==> config.mk <==
export PLATFORM = sky130hd
export DESIGN_NAME = muldiv_ctrl
export DESIGN_NICKNAME = d
export VERILOG_FILES = /design/src/rtl/muldiv_ctrl.sv
export SDC_FILE = /design/constraint.sdc
export NUM_CORES = 1
export LEC_CHECK = 0
export BUFFER_PORTS_ARGS = -buffer_cell sky130_fd_sc_hd__buf_2
export CORE_AREA = 4 4 154 156
export CTS_CLUSTER_DIAMETER = 50
export DETAILED_ROUTE_END_ITERATION = 8
export DIE_AREA = 0 0 158 160
export PLACE_DENSITY_LB_ADDON = 0.3
export SYNTH_ARGS = -nofsm -noshare
export SYNTH_HDL_FRONTEND = slang
export SYNTH_SLANG_ARGS = --single-unit
==> constraint.sdc <==
create_clock -name clk -period 4.7 [get_ports clk]
set_input_delay 0.705 -clock clk [delete_from_list [all_inputs] [get_ports clk]]
set_output_delay 0.705 -clock clk [all_outputs]
set_load 0.03 [all_outputs]
==> src/rtl/muldiv_ctrl.sv <==
// Multicycle MULT/MULTU/DIV/DIVU controller.
// Takes one request from the execute stage and runs a 32-step iterative core.
// A multiply uses shift-add. A divide uses restoring division.
// The HI/LO write pair is presented for one cycle when the result is ready.
//
// Handshake: a request transfers on a rising edge where
// req_valid && req_ready && !flush. req_ready is high only while idle.
// The requester may change req_* freely after the transfer edge because the
// operands are captured at that edge. done, hi_wr.valid and lo_wr.valid
// form a single-cycle strobe with no back-pressure.

package muldiv_pkg;
    typedef logic [31:0] word_t;
    typedef logic [63:0] dword_t;

    typedef enum logic [1:0] {
        M_MULT  = 2'd0,
        M_MULTU = 2'd1,
        M_DIV   = 2'd2,
        M_DIVU  = 2'd3
    } multicycle_t;

    typedef struct packed {
        logic  valid;
        word_t data;
    } hilo_write_req;
endpackage

module muldiv_ctrl
    import muldiv_pkg::*;
(
    input  logic          clk,
    input  logic          resetn,
    input  logic          req_valid,
    input  multicycle_t   req_op,
    input  word_t         req_a,
    input  word_t         req_b,
    output logic          req_ready,
    output logic          busy,
    input  logic          flush,
    output logic          done,
    output hilo_write_req hi_wr,
    output hilo_write_req lo_wr,
    output logic [1:0]    state_dbg
);

    typedef enum logic [1:0] {
        S_IDLE = 2'd0,
        S_RUN  = 2'd1,
        S_DONE = 2'd2
    } state_t;

    state_t     state;
    logic [5:0] cnt;
    dword_t     acc;      // mult: {partial hi, multiplier/low}; div: {remainder, dividend/quotient}
    word_t      opnd;     // multiplicand magnitude (mult) or divisor magnitude (div)
    word_t      a_orig;   // original dividend, returned as HI on divide by zero
    logic       div_q;
    logic       neg_lo;   // negate product (mult) or quotient (div)
    logic       neg_hi;   // negate remainder (div)
    logic       div0;

    // Operand magnitudes and sign bookkeeping at the accept edge
    logic  req_signed;
    logic  req_div;
    word_t abs_a;
    word_t abs_b;

    always_comb begin
        req_signed = (req_op == M_MULT) || (req_op == M_DIV);
        req_div    = (req_op == M_DIV)  || (req_op == M_DIVU);
        abs_a      = (req_signed && req_a[31]) ? (32'd0 - req_a) : req_a;
        abs_b      = (req_signed && req_b[31]) ? (32'd0 - req_b) : req_b;
    end

    // One iteration step of each datapath, selected by the latched op class
    logic [32:0] mul_sum;
    dword_t      mul_next;
    logic [32:0] div_shift;
    logic        div_ge;
    word_t       div_diff;
    word_t       div_rem;
    dword_t      div_next;

    always_comb begin
        mul_sum   = {1'b0, acc[63:32]} + {1'b0, (acc[0] ? opnd : 32'd0)};
        mul_next  = {mul_sum, acc[31:1]};
        div_shift = {acc[63:32], acc[31]};
        div_ge    = (div_shift >= {1'b0, opnd});
        div_diff  = div_shift[31:0] - opnd;
        div_rem   = div_ge ? div_diff : div_shift[31:0];
        div_next  = {div_rem, acc[30:0], div_ge};
    end

    // Sign fix-up and special cases applied to the finished accumulator
    dword_t prod;
    word_t  quo;
    word_t  rem;
    word_t  res_hi;
    word_t  res_lo;

    always_comb begin
        prod = neg_lo ? (64'd0 - acc) : acc;
        quo  = neg_lo ? (32'd0 - acc[31:0]) : acc[31:0];
        rem  = neg_hi ? (32'd0 - acc[63:32]) : acc[63:32];
        if (!div_q) begin
            res_hi = prod[63:32];
            res_lo = prod[31:0];
        end else if (div0) begin
            res_hi = a_orig;
            res_lo = 32'hFFFF_FFFF;
        end else begin
            res_hi = rem;
            res_lo = quo;
        end
    end

    // Control FSM: accept, 32 iterations, one result cycle; flush aborts
    always_ff @(posedge clk or negedge resetn) begin
        if (!resetn) begin
            state  <= S_IDLE;
            cnt    <= 6'd0;
            acc    <= 64'd0;
            opnd   <= 32'd0;
            a_orig <= 32'd0;
            div_q  <= 1'b0;
            neg_lo <= 1'b0;
            neg_hi <= 1'b0;
            div0   <= 1'b0;
        end else begin
            case (state)
                S_IDLE: begin
                    if (req_valid && !flush) begin
                        state  <= S_RUN;
                        cnt    <= 6'd0;
                        div_q  <= req_div;
                        a_orig <= req_a;
                        div0   <= (req_b == 32'd0);
                        opnd   <= req_div ? abs_b : abs_a;
                        acc    <= {32'd0, (req_div ? abs_a : abs_b)};
                        neg_lo <= req_signed && (req_a[31] ^ req_b[31]);
                        neg_hi <= req_signed && req_div && req_a[31];
                    end
                end
                S_RUN: begin
                    if (flush) begin
                        state <= S_IDLE;
                        cnt   <= 6'd0;
                        acc   <= 64'd0;
                    end else begin
                        acc <= div_q ? div_next : mul_next;
                        cnt <= cnt + 6'd1;
                        if (cnt == 6'd31) begin
                            state <= S_DONE;
                        end
                    end
                end
                S_DONE: begin
                    state <= S_IDLE;
                    cnt   <= 6'd0;
                    acc   <= 64'd0;
                end
                default: begin
                    state <= S_IDLE;
                    cnt   <= 6'd0;
                end
            endcase
        end
    end

    // Status and result strobes; a flush in the result cycle suppresses the write
    always_comb begin
        req_ready     = (state == S_IDLE);
        busy          = (state == S_RUN) || (state == S_DONE);
        done          = (state == S_DONE) && !flush;
        hi_wr.valid   = done;
        hi_wr.data    = done ? res_hi : 32'd0;
        lo_wr.valid   = done;
        lo_wr.data    = done ? res_lo : 32'd0;
        state_dbg     = state;
    end

endmodule

## Word level (Yosys, flattened, before mapping)

Cells that the tools add are included.

- Equal/unequal tests: 7
- Multiplexer cells: 26
- Bitwise operators: 1
- Order comparisons: 1
- Reductions and logical operators: 18
- $add $sub $neg: 8

Operator list:

| kind | count |
|---|---|
| 2-to-1 mux 32 bit | 14 |
| 2-to-1 mux 64 bit | 4 |
| one-hot mux 64 bit (3 select lines) | 1 |
| subtractor 1 x 32 -> 32 bit, first input constant | 4 |
| subtractor 1 x 64 -> 64 bit, first input constant | 1 |
| adder 32 x 32 -> 33 bit | 1 |
| greater-or-equal comparator 33 x 32 -> 1 bit | 1 |
| logical NOT 32 bit | 1 |
| subtractor 32 bit | 1 |
| 2-to-1 mux 6 bit | 2 |
| one-hot mux 6 bit (2 select lines) | 1 |
| logical AND 1 bit | 7 |
| adder 6 x 1 -> 6 bit, second input constant | 1 |
| == test 2 bit, second input constant | 3 |
| == test 6 x 5 -> 1 bit, second input constant | 1 |
| 2-to-1 mux 2 bit | 3 |
| AND reduction 2 bit | 3 |
| logical NOT 2 bit | 2 |
| one-hot mux 2 bit (2 select lines) | 1 |
| logical OR 1 bit | 3 |
| inequality test 3 bit, second input constant | 1 |
| nonzero test 3 bit | 1 |
| == test 2 x 1 -> 1 bit, second input constant | 1 |
| inequality test 2 x 1 -> 1 bit, second input constant | 1 |
| 2 further kinds | 2 |

- Flip-flop bits (word level): 140
- Bits of input ports: 70

## Logic depth before layout (Yosys ltp)

- Depth after elaboration: 7
- Gate-level depth with buffers: 14

## Worst setup path after synthesis

OpenSTA, ideal clock, no wires.

- Path type: register to output
- Start point: register acc[20]
- End point: output hi_wr[17] (netlist bit)
- Arrival time: 3.211 ns
- Setup slack: 0.784 ns
- Cell stages (with the launch flop): 11
- Cells stage by stage: dfrtp_1 > buf_6 > or4_4 > nor3_4 > nand4_2 > or2_1 > or4b_4 > o21ai_2 > xnor2_1 > nor2_1 > a211oi_1

RTL lines:

| element | line | RTL |
|---|---|---|
| from (decl) | 55 | `dword_t acc;` |
| from (signal assigned) | 140 | `acc <= {32'd0, (req_div ? abs_a : abs_b)};` |
| from (signal assigned) | 151 | `acc <= div_q ? div_next : mul_next;` |
| to (decl) | 42 | `output hilo_write_req hi_wr,` |

==> key figures <==
Synth
  • Mapped Cells: 2014
  • Yosys warns: 0
  • Number of enable flip-flop cells after synthesis: 0
  • Synthesis-stage register bit count: between 100 and 150
  • Part of the Yosys area used for sequential elements: 23.7%
  • Synth Flop Type: sky130_fd_sc_hd__dfrtp_1
  • Count of distinct cell types in the synthesized netlist: 77
  • Post-synthesis net count: approximately 2200
  • Combined area of all synthesized cells: 14800 um^2
  • Fraction of registers with async set or reset after synthesis: 100%
  • Synthesized area per cell: 7.35 um^2

Worst setup path
  • Type of element capturing the critical path: output pin
  • Element type at the critical path start: register
  • Cells traversed along the worst timing path: nor4_4 > and3_1 > nand4_2 > or2_1 > or4b_4 > o21ai_2 > xnor2_1 > nor2_1 > a211oi_1 > buf_2
  • Critical Path Slowest Stage Cell: sky130_fd_sc_hd__or4b_4
  • Worst endpoint required time: about 4000 ps
  • Arrival time of data at the critical path endpoint: about 3900 ps
  • Highest net fanout along the worst path: 6
  • Peak per-stage delay on the critical path: 580 ps
  • Start-to-end type of the worst setup path: reg2out

Clocking
  • Number of clock buffers inserted by TritonCTS: 17
  • Clock tree from TritonCTS: built
  • Clock H-tree levels: 4
  • CTS sink count: 140
  • Postcts setup bufs: 0
  • Skew-Pair Late Insertion Delay: 450 ps
  • Longest Clk Path Bufs: 2
  • Root buffer cell: sky130_fd_sc_hd__clkbuf_16
  • Reg clk slew, reported paths: around 80 ps

STA
  • Final hold vios: 0
  • Period utilisation layout: 97.1%
  • Number of failing setup endpoints in the final timing report: 0
  • Timing-limited maximum frequency: ~220 MHz
  • Final min period: approximately 4600 ps
  • Slew at the pin closest to its max-slew limit: 1270 ps
  • Post-route setup slack: ~140 ps
  • Remaining max-slew budget at the tightest pin: 15.5%
  • Final count of pins violating max slew: 0
  • Final Skew: 14.3 ps

Layout
  • Filler-free cell count of the finished design: 2355
  • Final nets: 2201
  • Design area: approximately 16000 um^2
  • Final core utilization: between 70% and 80%
  • Synthesis-to-finish area growth: 9.20%
  • Share of cells above drive strength 1: roughly 12%

Global routing
  • All-Layer GR Usage: about two fifths
  • Congestion Overflow GR: 0
  • Initial antenna violation count: 1
  • First-pass GRT wire length: approximately 80000 um
  • Largest net degree at the start of global routing: 88
  • Number of global-route vias before repair: 14733

Placed design
  • Number of buffer cells added on primary ports: 140
  • Minimum setup slack after placement: 535 ps
  • Cells after DPL: 2322
  • Placed cell areas: 15500 um^2
  • Placed wire-length estimate: 38400 um
  • Final RePlAce weighted congestion: 1.05

Power
  • Peak supply drop: 386 uV
  • Post-layout total power: ~9200 uW
  • Power Density: 571 nW/um^2
  • P_leak: 0.00730 uW

Drt
  • Number of iterations in the first detailed-routing pass: 6
  • Remaining antenna violation count: 0
  • Number of violations reported at the end of detailed-routing iteration 0: 2172
  • Number of remaining DRC errors: 0
  • Routed via count: 15740
  • Final wirelength: 50900 um
  • Routed length per instance: between 20 and 25 um
  • Vias per inst: 6.68

Floorplan
  • Floorplan die height: 160 um
  • Area enclosed by the die boundary: 25300 um^2
  • IO Count: ~140
  • Core ar.: 22400 um^2
  • Horizontal die dimension: approximately 160 um
  • Site row count: 55
  • Initial Util: 66.2%

Run
  • Max Cap Violations: 0

Outcome
  • Result of the run: completed

Worst hold path
  • Class of the most critical hold timing path: in2async
[cells in the mapped netlist, drive strengths merged, types with 28 or more instances]
library cell,n,share of area [%]
inv,68,1.7
nand3,37,1.3
o21ai,177,6.0
nor2,189,4.8
a211oi,32,1.6
nor3,28,1.2
dfrtp,140,24
o31ai,33,1.7
xor2,87,5.1
a21oi,179,6.0
ha,73,6.2
mux2i,72,4.9
xnor2,113,6.7
clkbuf,121,3.1
o211ai,29,1.5
nand2,304,7.7
[routing by layer]
metal	wire, um	track usage, %	share of wire (%)
met3	5360	9.05	11
met1	20400	54.6	40
met5	0	0	0
met2	22600	60.4	44
met4	2590	17.9	5.1
[state kept, by name (all words and copies together) (netlist names)]
name	cells
a_orig	32
acc	64
state_dbg	2
div0	1
neg_lo	1
opnd	32
neg_hi	1
div_q	1
cnt	6
[area by class of cell]
| type | instances | area (um^2) |
|---|---|---|
| clock buffers | 17 | 425 |
| well taps | 285 | 357 |
| clock inverters | 15 | 199 |
| multi-input cells | 1657 | 10500 |
| repair buffers | 171 | 940 |
| inverters | 69 | 259 |
| fillers | 1843 | 6190 |
| diodes | 1 | 2.50 |
| flip-flops and latches | 140 | 3510 |
[kinds of logic after synthesis]
| group | Yosys count | share of synthesized area (%) |
|---|---|---|
| compound gates | 607 | 25.5 |
| xor+xnor | 200 | 11.8 |
| fa+ha+maj | 75 | 6.44 |
| buf+inv | 217 | 5.69 |
| flops | 140 | 23.7 |
| mux | 76 | 5.17 |
| simple gates | 699 | 21.8 |
[per-stage QoR]
stage / TNS (ps) / hold WS [ps]
3_3_place_gp: 0 / 461
4_1_cts: 0 / 313
5_1_grt: -34.4 / 345
6_report: 0 / 291
3_5_place_dp: 0 / 468
2_1_floorplan: 0 / 409
[worst paths after layout]
check / slack [ps] / end / from / cells past startpoint
min: 290 / acc[63]$_DFFE_PN0P_ / resetn / 1
min in group clk: 480 / opnd[4]$_DFFE_PN0P_ / opnd[4]$_DFFE_PN0P_ / 2
max: 140 / hi_wr[25] / acc[7]$_DFFE_PN0P_ / 10
max in group asynchronous: 3420 / neg_lo$_DFFE_PN0P_ / resetn / 2
min reg2reg: 480 / opnd[4]$_DFFE_PN0P_ / opnd[4]$_DFFE_PN0P_ / 2
max reg2reg: 680 / acc[57]$_DFFE_PN0P_ / opnd[0]$_DFFE_PN0P_ / 13
[report_power, final]
part | internal [uW] | switching [uW]
sequential | 1640 | 702
clock | 815 | 651
combinational | 1990 | 3430
[critical path, delay by kind of cell (launching register included)]
kind                      cells  cell delay (ps)
and+or+nand+nor               6             2000
AOI/OAI and AO/OA             2              530
DFF                           1              480
buffers and inverters         1              270
xor gates and xnor gates      1              130
[layout by cell type (no fill, tap or decap), types with 6 or more instances in the layout]
| cell | instances |
|---|---|
| sky130_fd_sc_hd__a211oi_1 | 32 |
| sky130_fd_sc_hd__a21o_1 | 26 |
| sky130_fd_sc_hd__a21oi_1 | 179 |
| sky130_fd_sc_hd__a22oi_1 | 10 |
| sky130_fd_sc_hd__a31oi_1 | 9 |
| sky130_fd_sc_hd__and2_1 | 7 |
| sky130_fd_sc_hd__and3_1 | 6 |
| sky130_fd_sc_hd__buf_2 | 139 |
| sky130_fd_sc_hd__buf_4 | 31 |
| sky130_fd_sc_hd__clkbuf_16 | 17 |
| sky130_fd_sc_hd__dfrtp_1 | 137 |
| sky130_fd_sc_hd__ha_1 | 73 |
| sky130_fd_sc_hd__inv_1 | 68 |
| sky130_fd_sc_hd__mux2i_1 | 72 |
| sky130_fd_sc_hd__nand2_1 | 304 |
| sky130_fd_sc_hd__nand2b_1 | 21 |
| sky130_fd_sc_hd__nand3_1 | 37 |
| sky130_fd_sc_hd__nand4_1 | 21 |
| sky130_fd_sc_hd__nor2_1 | 189 |
| sky130_fd_sc_hd__nor2b_1 | 13 |
| sky130_fd_sc_hd__nor3_1 | 24 |
| sky130_fd_sc_hd__nor4_1 | 10 |
| sky130_fd_sc_hd__o211ai_1 | 29 |
| sky130_fd_sc_hd__o21a_1 | 13 |
| sky130_fd_sc_hd__o21ai_0 | 171 |
| sky130_fd_sc_hd__o21bai_1 | 11 |
| sky130_fd_sc_hd__o221ai_1 | 24 |
| sky130_fd_sc_hd__o22ai_1 | 10 |
| sky130_fd_sc_hd__o31ai_1 | 33 |
| sky130_fd_sc_hd__o41ai_1 | 9 |
| sky130_fd_sc_hd__or3_1 | 18 |
| sky130_fd_sc_hd__or4_1 | 7 |
| sky130_fd_sc_hd__xnor2_1 | 113 |
| sky130_fd_sc_hd__xor2_1 | 87 |
[timing repair]
action | in CTS | in global routing
resized for setup | 0 | 2
endpoints found under the setup margin | 0 | 9
hold buffers | 0 | 0
Power figures use the tool's default switching activity.
